**src/rtl/mem_arb_pkg.sv**
```systemverilog
// Shared definitions for the fetch / load-store memory port arbiter.
package mem_arb_pkg;

  typedef enum logic [1:0] {
    IDLE   = 2'd0,
    ACCESS = 2'd1,
    RESP   = 2'd2
  } arb_state_t;

  localparam logic OWN_FETCH = 1'b0;
  localparam logic OWN_DATA  = 1'b1;

  // Read data returned to the owner when the memory never acknowledges.
  localparam logic [31:0] ERR_RDATA = 32'hDEADBEEF;

endpackage

```
**src/rtl/arb_grant_select.sv**
```systemverilog
// Grant selection for the memory port: data has priority, but a streak
// counter forces a fetch grant after STARVE_LIMIT consecutive data grants
// taken while fetch was waiting.
module arb_grant_select
  import mem_arb_pkg::*;
#(
  parameter int unsigned STARVE_LIMIT = 4
) (
  input  logic clk,
  input  logic rst,
  input  logic arb_en,
  input  logic if_req,
  input  logic d_req,
  output logic grant_valid,
  output logic grant_data
);

  localparam int unsigned STREAK_W = (STARVE_LIMIT > 0) ? $clog2(STARVE_LIMIT + 1) : 1;

  logic [STREAK_W-1:0] streak;
  logic                starved;

  // Combinational pick from the live requests and the registered streak.
  always_comb begin
    starved     = (streak == STREAK_W'(STARVE_LIMIT));
    grant_valid = arb_en & (if_req | d_req);
    grant_data  = d_req & ~(if_req & starved);
  end

  // Streak of data grants taken over a pending fetch; saturates at the limit.
  always_ff @(posedge clk) begin
    if (rst) begin
      streak <= '0;
    end else if (grant_valid) begin
      if (grant_data && if_req) begin
        if (!starved) streak <= streak + STREAK_W'(1);
      end else begin
        streak <= '0;
      end
    end
  end

endmodule

```
**src/rtl/mem_port_arbiter.sv**
```systemverilog
// Shares one single-ported memory bus between instruction fetch and
// load/store. One access in flight: IDLE -> ACCESS -> RESP -> IDLE.
// Optional build macro MEM_TIMEOUT_EN: abort an access after TIMEOUT_CYCLES
// ACCESS cycles without m_ack, returning ERR_RDATA with a bus_err pulse.
module mem_port_arbiter
  import mem_arb_pkg::*;
#(
  parameter int unsigned ADDR_W         = 32,
  parameter int unsigned DATA_W         = 32,
  parameter int unsigned STARVE_LIMIT   = 4,
  parameter int unsigned TIMEOUT_CYCLES = 255
) (
  input  logic              clk,
  input  logic              rst,
  input  logic              if_req,
  input  logic [ADDR_W-1:0] if_addr,
  output logic              if_ack,
  output logic [DATA_W-1:0] if_rdata,
  input  logic              d_req,
  input  logic              d_we,
  input  logic              d_byte,
  input  logic [ADDR_W-1:0] d_addr,
  input  logic [DATA_W-1:0] d_wdata,
  output logic              d_ack,
  output logic [DATA_W-1:0] d_rdata,
  output logic              m_req,
  output logic              m_we,
  output logic              m_byte,
  output logic [ADDR_W-1:0] m_addr,
  output logic [DATA_W-1:0] m_wdata,
  input  logic [DATA_W-1:0] m_rdata,
  input  logic              m_ack,
  output logic              owner,
  output logic              busy,
  output logic              bus_err
);

  arb_state_t state;
  logic       grant_valid;
  logic       grant_data;

  arb_grant_select #(
    .STARVE_LIMIT(STARVE_LIMIT)
  ) u_grant (
    .clk        (clk),
    .rst        (rst),
    .arb_en     (state == IDLE),
    .if_req     (if_req),
    .d_req      (d_req),
    .grant_valid(grant_valid),
    .grant_data (grant_data)
  );

`ifdef MEM_TIMEOUT_EN
  localparam int unsigned TMO_W = (TIMEOUT_CYCLES > 1) ? $clog2(TIMEOUT_CYCLES + 1) : 1;

  logic [TMO_W-1:0] tmo_cnt;
  logic             tmo_hit;

  // Last ACCESS cycle allowed before the access is abandoned.
  always_comb begin
    tmo_hit = (tmo_cnt == TMO_W'(TIMEOUT_CYCLES - 1));
  end
`else
  assign bus_err = 1'b0;
`endif

  // Transaction FSM with registered memory-side and requester-side outputs.
  always_ff @(posedge clk) begin
    if (rst) begin
      state    <= IDLE;
      m_req    <= 1'b0;
      m_we     <= 1'b0;
      m_byte   <= 1'b0;
      m_addr   <= '0;
      m_wdata  <= '0;
      owner    <= OWN_FETCH;
      busy     <= 1'b0;
      if_ack   <= 1'b0;
      d_ack    <= 1'b0;
      if_rdata <= '0;
      d_rdata  <= '0;
`ifdef MEM_TIMEOUT_EN
      tmo_cnt  <= '0;
      bus_err  <= 1'b0;
`endif
    end else begin
      case (state)
        IDLE: begin
          if (grant_valid) begin
            state <= ACCESS;
            m_req <= 1'b1;
            busy  <= 1'b1;
`ifdef MEM_TIMEOUT_EN
            tmo_cnt <= '0;
`endif
            if (grant_data) begin
              owner   <= OWN_DATA;
              m_we    <= d_we;
              m_byte  <= d_byte;
              m_addr  <= d_addr;
              m_wdata <= d_wdata;
            end else begin
              owner   <= OWN_FETCH;
              m_we    <= 1'b0;
              m_byte  <= 1'b0;
              m_addr  <= if_addr;
              m_wdata <= '0;
            end
          end
        end
        ACCESS: begin
          if (m_ack) begin
            state <= RESP;
            m_req <= 1'b0;
            if (owner == OWN_DATA) begin
              d_ack <= 1'b1;
              if (!m_we) d_rdata <= m_rdata;
            end else begin
              if_ack   <= 1'b1;
              if_rdata <= m_rdata;
            end
          end
`ifdef MEM_TIMEOUT_EN
          else if (tmo_hit) begin
            state   <= RESP;
            m_req   <= 1'b0;
            bus_err <= 1'b1;
            if (owner == OWN_DATA) begin
              d_ack   <= 1'b1;
              d_rdata <= DATA_W'(ERR_RDATA);
            end else begin
              if_ack   <= 1'b1;
              if_rdata <= DATA_W'(ERR_RDATA);
            end
          end else begin
            tmo_cnt <= tmo_cnt + TMO_W'(1);
          end
`endif
        end
        RESP: begin
          state  <= IDLE;
          busy   <= 1'b0;
          if_ack <= 1'b0;
          d_ack  <= 1'b0;
`ifdef MEM_TIMEOUT_EN
          bus_err <= 1'b0;
`endif
        end
        default: state <= IDLE;
      endcase
    end
  end

endmodule

```
**config.mk**
```make
export PLATFORM = sky130hd
export DESIGN_NAME = mem_port_arbiter
export DESIGN_NICKNAME = d
export VERILOG_FILES = /design/src/rtl/mem_arb_pkg.sv /design/src/rtl/arb_grant_select.sv /design/src/rtl/mem_port_arbiter.sv
export SDC_FILE = /design/constraint.sdc
export NUM_CORES = 1
export LEC_CHECK = 0
export ABC_CLOCK_PERIOD_IN_PS = 1700
export CAP_MARGIN = 5
export CORE_MARGIN = 1.5
export CORE_UTILIZATION = 42
export DETAILED_ROUTE_END_ITERATION = 6
export PLACE_DENSITY = 0.81
export RECOVER_POWER = 50
export SKIP_CTS_REPAIR_TIMING = 1
export SLEW_MARGIN = 20
export SYNTH_ARGS = -nofsm -noshare
export SYNTH_HDL_FRONTEND = slang
export SYNTH_SLANG_ARGS = --single-unit
```
**constraint.sdc**
```tcl
create_clock -name clk -period 1.7 [get_ports clk]
set_clock_uncertainty 0.05 [all_clocks]
set_input_delay 0.255 -clock clk [delete_from_list [all_inputs] [get_ports clk]]
set_output_delay 0.255 -clock clk [all_outputs]
set_load 0.01 [all_outputs]
```
# ---- Yosys cells after proc, flatten, opt, wreduce, memory -nomap -nowiden
# Index checks and enable logic that the tools add are counted.
dict set report classes {
  bitwise_logic 7
  eq_ne 8
  n_reduce_logical 14
  addsub 1
  n_mux 20
}
# op n
set ops {}
lappend ops {{$mux W32} 2}
lappend ops {{$reduce_and A3 Y1} 4}
lappend ops {{$ne A2 B2 Y1 const B} 5}
lappend ops {{$mux W1} 9}
lappend ops {{$pmux W1 S2} 4}
lappend ops {{$reduce_and A2 Y1} 4}
lappend ops {{$mux W3} 2}
lappend ops {{$reduce_bool A2 Y1} 3}
lappend ops {{$mux W2} 2}
lappend ops {{$pmux W2 S2} 1}
lappend ops {{$reduce_and A4 Y1} 1}
lappend ops {{$add A3 B1 Y3 const B} 1}
lappend ops {{$and A1 B1 Y1} 3}
lappend ops {{$eq A3 B3 Y1 const B} 1}
lappend ops {{$not A1 Y1} 3}
lappend ops {{$eq A2 B1 Y1 const B} 1}
lappend ops {{$eq A2 B2 Y1 const B} 1}
lappend ops {{$logic_not A2 Y1} 1}
lappend ops {{$logic_and A1 B1 Y1} 1}
lappend ops {{$or A1 B1 Y1} 1}
dict set report word_totals {
  reg_bits 140
  elab_cells 63
}

# ---- Longest topological paths before layout
# Gate-level depths: netlist of the first run.
dict set report logic_depth {
  word_depth 7
  ltp_mapped 7
  mapped_depth_nobuf 5
}

# ---- By module
# Synthesis of the first run repeated with hierarchy kept, for this count alone.
dict set report hier_totals {
  cells_unflattened 630
  hier_area_um2 5774.3
}
# mod cells_per_inst n_inst area_per_inst_um2 seq_area_each_um2
set by_module_without_submodules {}
lappend by_module_without_submodules {mem_port_arbiter 610 1 5592.9 2742.6}
lappend by_module_without_submodules {arb_grant_select 20 1 181.4 60.1}

# ---- Worst setup path before layout of the first run
# OpenSTA, ideal clock, no wires.
dict set report synth_timing {
  kind {register to register}
  from {register u_grant.streak[0]}
  to {register m_addr[26]}
  t_arrival_ns 1.365
  path_buffers 1
  setup_slack_ns 0.196
  t_required_ns 1.561
  path_stages_with_launch 7
  period_less_slack_ns 1.504
  cell_sequence {dfxtp_1 inv_1 ha_1 nand3_1 buf_1 nand3_1 a311oi_2}
}
dict set report synth_between {
  elab_chain_cells 5
}
# element line_no
set synth_rtl {}
lappend synth_rtl {{start: declaration} arb_grant_select.sv:20} ;# logic [STREAK_W-1:0] streak;
lappend synth_rtl {{start signal: assignment} arb_grant_select.sv:36} ;# if (!starved) streak <= streak + STREAK_W'(1);
lappend synth_rtl {{$eq A3 B3 Y1} arb_grant_select.sv:25} ;# starved = (streak == STREAK_W'(STARVE_LIMIT));
lappend synth_rtl {{$and A1 B1 Y1} arb_grant_select.sv:27} ;# grant_data = d_req & ~(if_req & starved);
lappend synth_rtl {{$not A1 Y1} arb_grant_select.sv:27}
lappend synth_rtl {{$and A1 B1 Y1} arb_grant_select.sv:27}
lappend synth_rtl {{$mux W32} mem_port_arbiter.sv:97} ;# if (grant_data) begin
lappend synth_rtl {{end signal: assignment} mem_port_arbiter.sv:101} ;# m_addr <= d_addr;
lappend synth_rtl {{end signal: assignment} mem_port_arbiter.sv:107} ;# m_addr <= if_addr;
lappend synth_rtl {{end: declaration} mem_port_arbiter.sv:29} ;# output logic [ADDR_W-1:0] m_addr,
# Every way passes these cells.
# A chain may end at the register's enable or synchronous reset.

# ---- Worst setup path after layout of the first run
dict set report layout_timing {
  from {register m_addr[5]}
  to {output m_addr[5]}
}
# No word-level cell between the ends.

==> results of run 1 <==
[final cells by class]
| cell class | count | area (sq um) | area share (%) |
|---|---|---|---|
| Multi-Input combinational cell | 466 | 2700 | 28.7 |
| Clock buffer | 20 | 457 | 4.87 |
| Timing Repair Buffer | 299 | 3020 | 32.2 |
| Clock inverter | 12 | 169 | 1.80 |
| Tap cell | 180 | 225 | 2.40 |
| Sequential cell | 140 | 2800 | 29.9 |
| Inverter | 4 | 15.0 | 0.160 |
[layout by cell type (no fill, tap or decap), types with 14 or more instances in the layout]
master and n:
nand4_1 36, o21ai_0 58, clkbuf_16 17, dfxtp_1 140, buf_4 14, a311oi_2 30
nand3_1 65, nand2_1 68, a21oi_1 139, o21ai_1 43, clkdlybuf4s50_1 264
[metal layers]
| metal | track usage [%] | part of all wire (%) | wire (microns) | vias to the layer above |
|---|---|---|---|---|
| met5 | 0 | 0 | 0 | - |
| met4 | 12.9 | 3.4 | 671 | 0 |
| met3 | 8.57 | 8.5 | 1650 | 44 |
| met2 | 43.3 | 49 | 9470 | 253 |
| met1 | 29.9 | 39 | 7670 | 2878 |
| li1 | - | - | - | 2988 |
[logic make-up after synthesis]
| group | after synthesis | share of synthesized area, % |
|---|---|---|
| flops | 140 | 47.5 |
| buf+inv | 86 | 7.12 |
| fa+ha+maj | 2 | 0.424 |
| other cells | 1 | 0.0635 |
| simple gates | 189 | 16.5 |
| compound gates | 273 | 28.4 |
[power breakdown]
| group | internal, W | switching (W) |
|---|---|---|
| Combinational | 0.000871 | 0.000800 |
| Clock | 0.00252 | 0.00139 |
| Sequential | 0.00348 | 0.000103 |
| Total | 0.00687 | 0.00230 |
[flip-flops by register name (all words and copies together), names as in the netlist]
signal	count
d_rdata	32
if_rdata	32
m_addr	32
m_wdata	32
u_grant.streak	3
state	2
busy	1
d_ack	1
if_ack	1
m_byte	1
m_req	1
m_we	1
owner	1
[worst paths after layout]
kind / depth (start not counted) / end / slack [ps] / start
min reg2reg: 2 / if_rdata[29] / 400 / if_rdata[29]
max reg2reg: 6 / m_addr[14] / 90 / u_grant.streak[0]
max: 1 / m_addr[5] / 40 / m_addr[5]
min: 3 / owner / 200 / d_req
[worst register-to-register path: stages, from the launching register on]
cell and delay [ps]:
dfxtp_1 350, inv_1 70, ha_1 250, and3_1 230, buf_12 170, o21ai_0 220
a311oi_2 130
[stage by stage]
step                      power (W)  util [%]  instance area (sq um)  cells
after floorplan             0.00442         -                   5900    691
after global placement      0.00529      63.8                   8790   1088
after detailed placement    0.00531      63.8                   8790   1088
after CTS                   0.00924      68.3                   9410   1120
after global routing        0.00951      68.1                   9380   1121
final                       0.00917      68.1                   9380   1121
==> metrics.cfg, run 1 <==
[outcome]
outcome = completed

[timing]
tightest_slew_ps = 614
setup_viol_count_final = 0
final_hold_viol_count = 0
finalCritPeriodShare_pct = 97.8
fin_tns_setup_ps = 0
fmax_mhz = 601
final-max-slew-violation-count = 0
rsz0062_at_grt = yes
fin_ws_ps = 36.6
relSlewSlack_pct = 59.0
post-route-min-period_ps = 1660
holdWs_ps = 200

[synth]
synth_area_leader_cell = dfxtp_1
netlist_top_cells_count = 140 x dfxtp_1, 139 x a21oi_1, 73 x o21ai_0
synth_area_sq_um = 5900
synth_nets = 828
ys_types = 33
syn_inst = 691
avgSynthCellArea_sq_um = 8.54
synth_top_cell_area_share_pct = 47.5
seq_area_frac_synth_pct = 47.5
synth.top_cells.by_area = dfxtp_1 47%, a21oi_1 12%, a311oi_2 7.6%
async_flop_share_pct = 0
synth_edf_count = 0
yosysWarnings = 0
ys_seq_elements = 140
ys.flop_type = dfxtp_1
synth_most_common_cell = dfxtp_1

[clock_network]
htreeDepth = 4
insertion_delay_ps = 410
clockBufferDepth = 2
cts-root-buf = clkbuf_16
cts_tree = built
numCtsBuffers = 17
path_clk_slew_ps = 60
cts_sinks = 140

[floorplan]
die_h_microns = 122
pin_count = 271
design.core.area_sq_um = 13800
die_area_sq_um = 14800
rows = 43
initial_utilization_pct = 42.9
die_w_microns = 122

[final_layout]
fillCellCount = 1175
nets = 1065
num_antenna_cells = 0
layout-drive-gt1-share_pct = 10.4
area_delta_synth_final_pct = 58.9

[route]
drt-wirelength-per-cell_microns = 17.4
totalWireLength_microns = 19500
dr_total_vias = 6163
drc = 0
via_per_inst = 5.50
drtIter0Drc = 552
postRouteAntennaNets = 0
firstDrtPassIters = 7

[global_route]
gr-total-overflow = 0
grt_antenna_before_repair = 0
grt_pass1_wl_microns = 30300
grt_util_all_layers_pct = 26.0
grt_pass1_vias = 6078
grt_max_degree = 49

[worst_hold_path]
hold_class = in2reg

[pwr]
vdd_drop_max_uv = 724
p_per_area_nw_per_um2 = 977
power.leakage_nw = 3.22

[worst_setup_path]
worst-path-buf-inv = 1
crit_path_end_kind = primary output
critPathTopFamily = buffers and inverters
critical_path.max_stage_delay_ps = 620
arrival_ps = 1360
worstPathCellList = clkdlybuf4s50_1
criticalPathCategory = reg2out
crit_fanout = 2
cp.required_ps = 1390
cp_slowest_cell = clkdlybuf4s50_1
start_kind = flop

[place]
port_buffers = 269
gp_congestion = 0.820
hpwl_microns = 13000
place_ws_ps = -179

[run]
maxCapViolCount = 0

(Power assumes the default switching activity.)
==> run 2: changes to the inputs <==
--- a/config.mk
+++ b/config.mk
@@ -5,7 +5,7 @@
 export SDC_FILE = /design/constraint.sdc
 export NUM_CORES = 1
 export LEC_CHECK = 0
-export ABC_CLOCK_PERIOD_IN_PS = 1700
+export ABC_CLOCK_PERIOD_IN_PS = 1540
 export CAP_MARGIN = 5
 export CORE_MARGIN = 1.5
 export CORE_UTILIZATION = 42
==> constraint.sdc (replaced) <==
create_clock -name clk -period 1.54 [get_ports clk]
set_clock_uncertainty 0.05 [all_clocks]
set_input_delay 0.231 -clock clk [delete_from_list [all_inputs] [get_ports clk]]
set_output_delay 0.231 -clock clk [all_outputs]
set_load 0.01 [all_outputs]
==> metrics.cfg, run 2 (synthesis results as in run 1) <==
[outcome]
outcome = finished, violations left
violations = setup timing

[clock_network]
cts_tree = built
cts-root-buf = clkbuf_16
path_clk_slew_ps = 60  ; about the same
insertion_delay_ps = 410  ; about the same
htreeDepth = 4  ; unchanged
cts_sinks = 140  ; unchanged
numCtsBuffers = 17  ; unchanged
clockBufferDepth = 2  ; unchanged

[route]
routed-wl-met3_microns = 1910  ; +16%
dr_total_vias = 6390  ; +3.7%
drtIter0Drc = 542  ; -1.8%
top_layer_used = met4
firstDrtPassIters = 5  ; -2
postRouteAntennaNets = 0  ; unchanged
routed-wl-met2_microns = 10000  ; +5.6%
drt-wirelength-per-cell_microns = 18.1  ; +4.4%
drt-met1-wl_microns = 7970  ; +3.8%
totalWireLength_microns = 20500  ; +5.6%
via_per_inst = 5.64  ; +2.6%
drc = 0  ; unchanged

[global_route]
gr-total-overflow = 0  ; unchanged
grt_antenna_before_repair = 0  ; unchanged
grt_pass1_wl_microns = 29300  ; -3.2%
grt_pass1_vias = 5786  ; -4.8%
grt_util_all_layers_pct = 25.2  ; -0.80 points
grt_max_degree = 51  ; +4.1%

[pwr]
p_sw_share_pct = 26.1  ; +1.0 points
power_w = 0.00964  ; +5.1%
p_switching_w = 0.00251  ; +9.4%
intPower_w = 0.00713  ; +3.7%
comb_power_share_pct = 18.7  ; +0.5 points
power.leakage_nw = 3.27  ; +1.6%
p_per_area_nw_per_um2 = 1020  ; +4.6%
vdd_drop_max_uv = 708  ; -2.3%
clockPowerShare_pct = 40.2  ; -2.5 points
seqPwrFrac_pct = 41.1  ; +2.0 points

[place]
port_buffers = 269  ; unchanged
gp_congestion = 0.818  ; -0.22%
place_ws_ps = -361  ; -182 ps
hpwl_microns = 13000  ; -0.11%

[timing]
final-max-slew-violation-count = 0  ; unchanged
fmax_mhz = 639
setup_viol_count_final = 1  ; +1
fin_ws_ps = -24.6  ; -61.2 ps
post-route-min-period_ps = 1560
final_hold_viol_count = 0  ; unchanged
fin_tns_setup_ps = -24.6  ; -24.6 ps
finalCritPeriodShare_pct = 102

[worst_setup_path]
cp.required_ps = 1800  ; +410 ps
critPathLaunch = u_grant.streak[0]
cp_slowest_cell = a311oi_1
critical_path.max_stage_delay_ps = 320  ; -300 ps
arrival_ps = 1830  ; +470 ps
criticalPathCategory = reg2reg
cp_num_cells = 6  ; +5
r2r_setup_slack_ps = -20  ; -110 ps
crit_path_end_kind = flop
critPathTopFamily = compound AO/OA/AOI/OAI gates
crit_fanout = 16  ; +14
worstPathCellList = inv_1 > ha_2 > and3_4 > buf_12 > o21ai_0 > a311oi_1
worst-path-buf-inv = 2  ; +1
start_kind = flop
r2r-end = m_addr[31]
worstReg2RegStart = u_grant.streak[0]
rr_worst_depth = 6  ; unchanged
endpoint = m_addr[31]

[final_layout]
final_cell_mix = 139 x a21oi_1, 139 x dfxtp_1, 132 x clkdlybuf4s50_1
area_delta_synth_final_pct = 59.8
seqCellArea_sq_um = 2800  ; about the same
fillCellCount = 1127  ; -4.1%
num_antenna_cells = 0  ; unchanged
layout-drive-gt1-share_pct = 11.6  ; +1.2 points
multiInputGateArea_sq_um = 2710  ; +0.70%
nets = 1078  ; +1.2%

[floorplan]
design.core.area_sq_um = 13800  ; unchanged
pin_count = 271  ; unchanged
die_w_microns = 122  ; unchanged
die_area_sq_um = 14800  ; unchanged
die_h_microns = 122  ; unchanged
initial_utilization_pct = 42.9  ; unchanged
rows = 43  ; unchanged

[run]
maxCapViolCount = 0  ; unchanged

[worst_hold_path]
hold_class = in2reg

## run 2: cell count changes in the layout (fill, tap and decap cells not counted), sizes merged
cell	change
buf	+15
clkbuf	+27
bufinv	-3
dlymetal6s2s	+6
clkdlybuf4s50	-132
clkdlybuf4s25	+103
clkinv	-4
## run 2: final cells by class
class	count	area share, %
tap	180	2.39
clock inverter	5	0.624
timing repair buffer	312	33.0
clock buffer	26	5.29
sequential	140	29.7
multi-input combinational	466	28.8
inverter	4	0.159
## run 2: per-layer routing
metal,up-vias,global-route usage (%)
met5,-,0
li1,3006,-
met1,2998,29.9
met4,0,13.1
met2,339,40.5
met3,47,8.43
## run 2: worst min-delay path by stage
stage            startpoint            to  slack [ps]  cells after the start
4_1_cts                 rst    m_addr[18]         140                      2
3_3_place_gp    if_rdata[1]   if_rdata[1]         390                      2
2_1_floorplan    m_rdata[0]   if_rdata[0]         320                      2
3_5_place_dp   if_rdata[11]  if_rdata[11]         400                      2
5_1_grt                 rst    m_addr[14]         170                      2
6_report                rst    m_addr[14]         160                      2
## run 2: power groups by stage
stage	registers [W]	logic [W]	clock network [W]
finish	0.00396	0.00181	0.00388
detailed placement	0.00403	0.00186	0
global route	0.00398	0.00193	0.00408
global placement	0.00402	0.00184	0
floorplan	0.00412	0.000756	0
CTS	0.00396	0.00187	0.00393
## run 2: metrics by stage
stage | area (sq um) | util [%] | std cells | hold WS (ps)
global placement | 8870 | 64.4 | 1094 | 390
floorplan | 5900 | - | 691 | 317
detailed placement | 8870 | 64.4 | 1094 | 397
finish | 9430 | 68.5 | 1133 | 161
global route | 9430 | 68.5 | 1133 | 165
CTS | 9430 | 68.5 | 1125 | 139
==> run 3: changes to the inputs <==
==> constraint.sdc (replaced) <==
create_clock -name clk -period 1.54 [get_ports clk]
set_clock_uncertainty 0.05 [all_clocks]
set_input_delay 0.308 -clock clk [delete_from_list [all_inputs] [get_ports clk]]
set_output_delay 0.308 -clock clk [all_outputs]
set_load 0.005 [all_outputs]
==> metrics.cfg, run 3 (synthesis results as in run 1) <==
[route]
firstDrtPassIters = 5  ; unchanged
dr_total_vias = 6439  ; +0.77%
postRouteAntennaNets = 0  ; unchanged
drtIter0Drc = 475  ; -12%
drt-wirelength-per-cell_microns = 18.3  ; +1.1%
drc = 0  ; unchanged
via_per_inst = 5.65  ; +0.24%
totalWireLength_microns = 20900  ; +1.6%

[floorplan]
pin_count = 271  ; unchanged
die_w_microns = 122  ; unchanged
initial_utilization_pct = 42.9  ; unchanged
design.core.area_sq_um = 13800  ; unchanged
die_h_microns = 122  ; unchanged
die_area_sq_um = 14800  ; unchanged
rows = 43  ; unchanged

[clock_network]
cts-root-buf = clkbuf_16
numCtsBuffers = 17  ; unchanged
path_clk_slew_ps = 60  ; about the same
clockBufferDepth = 2  ; unchanged
cts_tree = built
cts_sinks = 140  ; unchanged
insertion_delay_ps = 420  ; about the same
htreeDepth = 4  ; unchanged

[final_layout]
area_delta_synth_final_pct = 65.9
final_cell_mix = 139 x a21oi_1, 139 x dfxtp_1, 130 x clkdlybuf4s50_1
num_antenna_cells = 0  ; unchanged
nets = 1083  ; +0.46%
layout-drive-gt1-share_pct = 12.6  ; +0.97 points
final_cells = 1139  ; +0.53%
final_util_pct = 71.1  ; +2.6 points

[worst_setup_path]
worstPathCellList = inv_1 > ha_4 > nand3_4 > buf_12 > nand3_1 > a311oi_1
cp.required_ps = 1800  ; about the same
criticalPathCategory = reg2reg
start_kind = flop
arrival_ps = 1800  ; -30 ps
crit_path_end_kind = flop
worst-path-buf-inv = 2  ; unchanged
cp_slowest_cell = dfxtp_1
crit_fanout = 21  ; +5
cp_num_cells = 6  ; unchanged
rr_worst_depth = 6  ; unchanged
critical_path.max_stage_delay_ps = 350  ; +30 ps
critPathTopFamily = flip-flops

[global_route]
grt_max_degree = 46  ; -9.8%
gr-total-overflow = 0  ; unchanged
grt_util_all_layers_pct = 26.6  ; +1.4 points
grt_pass1_vias = 6170  ; +6.6%
grt_pass1_wl_microns = 30900  ; +5.5%
grt_antenna_before_repair = 0  ; unchanged

[place]
dpl.cell_count = 1103  ; +0.82%
port_buffers = 269  ; unchanged
gp_congestion = 0.818  ; about the same
hpwl_microns = 13400  ; +3.5%

[run]
maxCapViolCount = 0  ; unchanged

[worst_hold_path]
hold_class = in2reg
holdPathStages = 2  ; unchanged

[pwr]
power.leakage_nw = 3.65  ; +11%
power_w = 0.0104  ; +7.5%
vdd_drop_max_uv = 755  ; +6.8%
p_per_area_nw_per_um2 = 1060  ; +3.5%

[outcome]
outcome = completed

[timing]
finalCritPeriodShare_pct = 99.8  ; -1.8 points
final-max-slew-violation-count = 0  ; unchanged
post-route-min-period_ps = 1540  ; -27.5 ps
final_hold_viol_count = 0  ; unchanged
setup_viol_count_final = 0  ; -1
fin_tns_setup_ps = 0  ; +24.6 ps
fmax_mhz = 651  ; +1.8%

run 3: cell types whose count changed in the layout (fill, tap and decap cells not counted), sizes merged:
cell           change
clkdlybuf4s50      -2
bufinv             +4
clkdlybuf4s25     +11
buf                +5
inv                +1
clkbuf            -30
dlymetal6s4s       +8
dlymetal6s2s       +8
dlygate4sd3        +1
run 3: layer usage:
| layer | up-vias | track usage, % | part of all wire [%] |
|---|---|---|---|
| li1 | 3027 | - | - |
| met1 | 3042 | 31.1 | 39 |
| met2 | 321 | 43.6 | 49 |
| met3 | 49 | 9.74 | 9.2 |
| met4 | 0 | 12.0 | 2.6 |
| met5 | - | 0 | 0 |
run 3: per-stage QoR:
stage / hold WS [ps] / setup slack [ps] / cell area [sq um]
floorplan: 394 / 35.9 / 5900
global placement: 391 / -379 / 8960
detailed placement: 396 / -422 / 8960
CTS: 277 / -267 / 9630
global route: 284 / -68.7 / 9790
finish: 285 / 2.85 / 9790
run 3: final timing paths:
kind	from	endpoint	slack, ps
worst max-delay path	u_grant.streak[1]	m_addr[31]	3
worst min-delay path	rst	m_addr[12]	280
worst max register to register	u_grant.streak[1]	m_addr[31]	3
worst min register to register	if_rdata[14]	if_rdata[14]	400
run 3: area by class of cell:
type	instances	area (sq um)
Sequential cell	140	2800
Fill cell	1093	3980
Multi-Input combinational cell	466	2720
Clock inverter	10	184
Inverter	4	15.0
Timing Repair Buffer	317	3360
Tap cell	180	225
Clock buffer	22	484
run 3: where the power goes:
group | internal (W) | total (W) | switching, W
combinational | 0.000955 | 0.00179 | 0.000833
clock | 0.00305 | 0.00461 | 0.00156
sequential | 0.00384 | 0.00396 | 0.000116
run 3: worst register-to-register path, stage by stage (launching register included):
cell and delay [ps]:
dfxtp_1 350, inv_1 80, ha_4 180, nand3_4 120, buf_12 170, nand3_1 140, a311oi_1 340
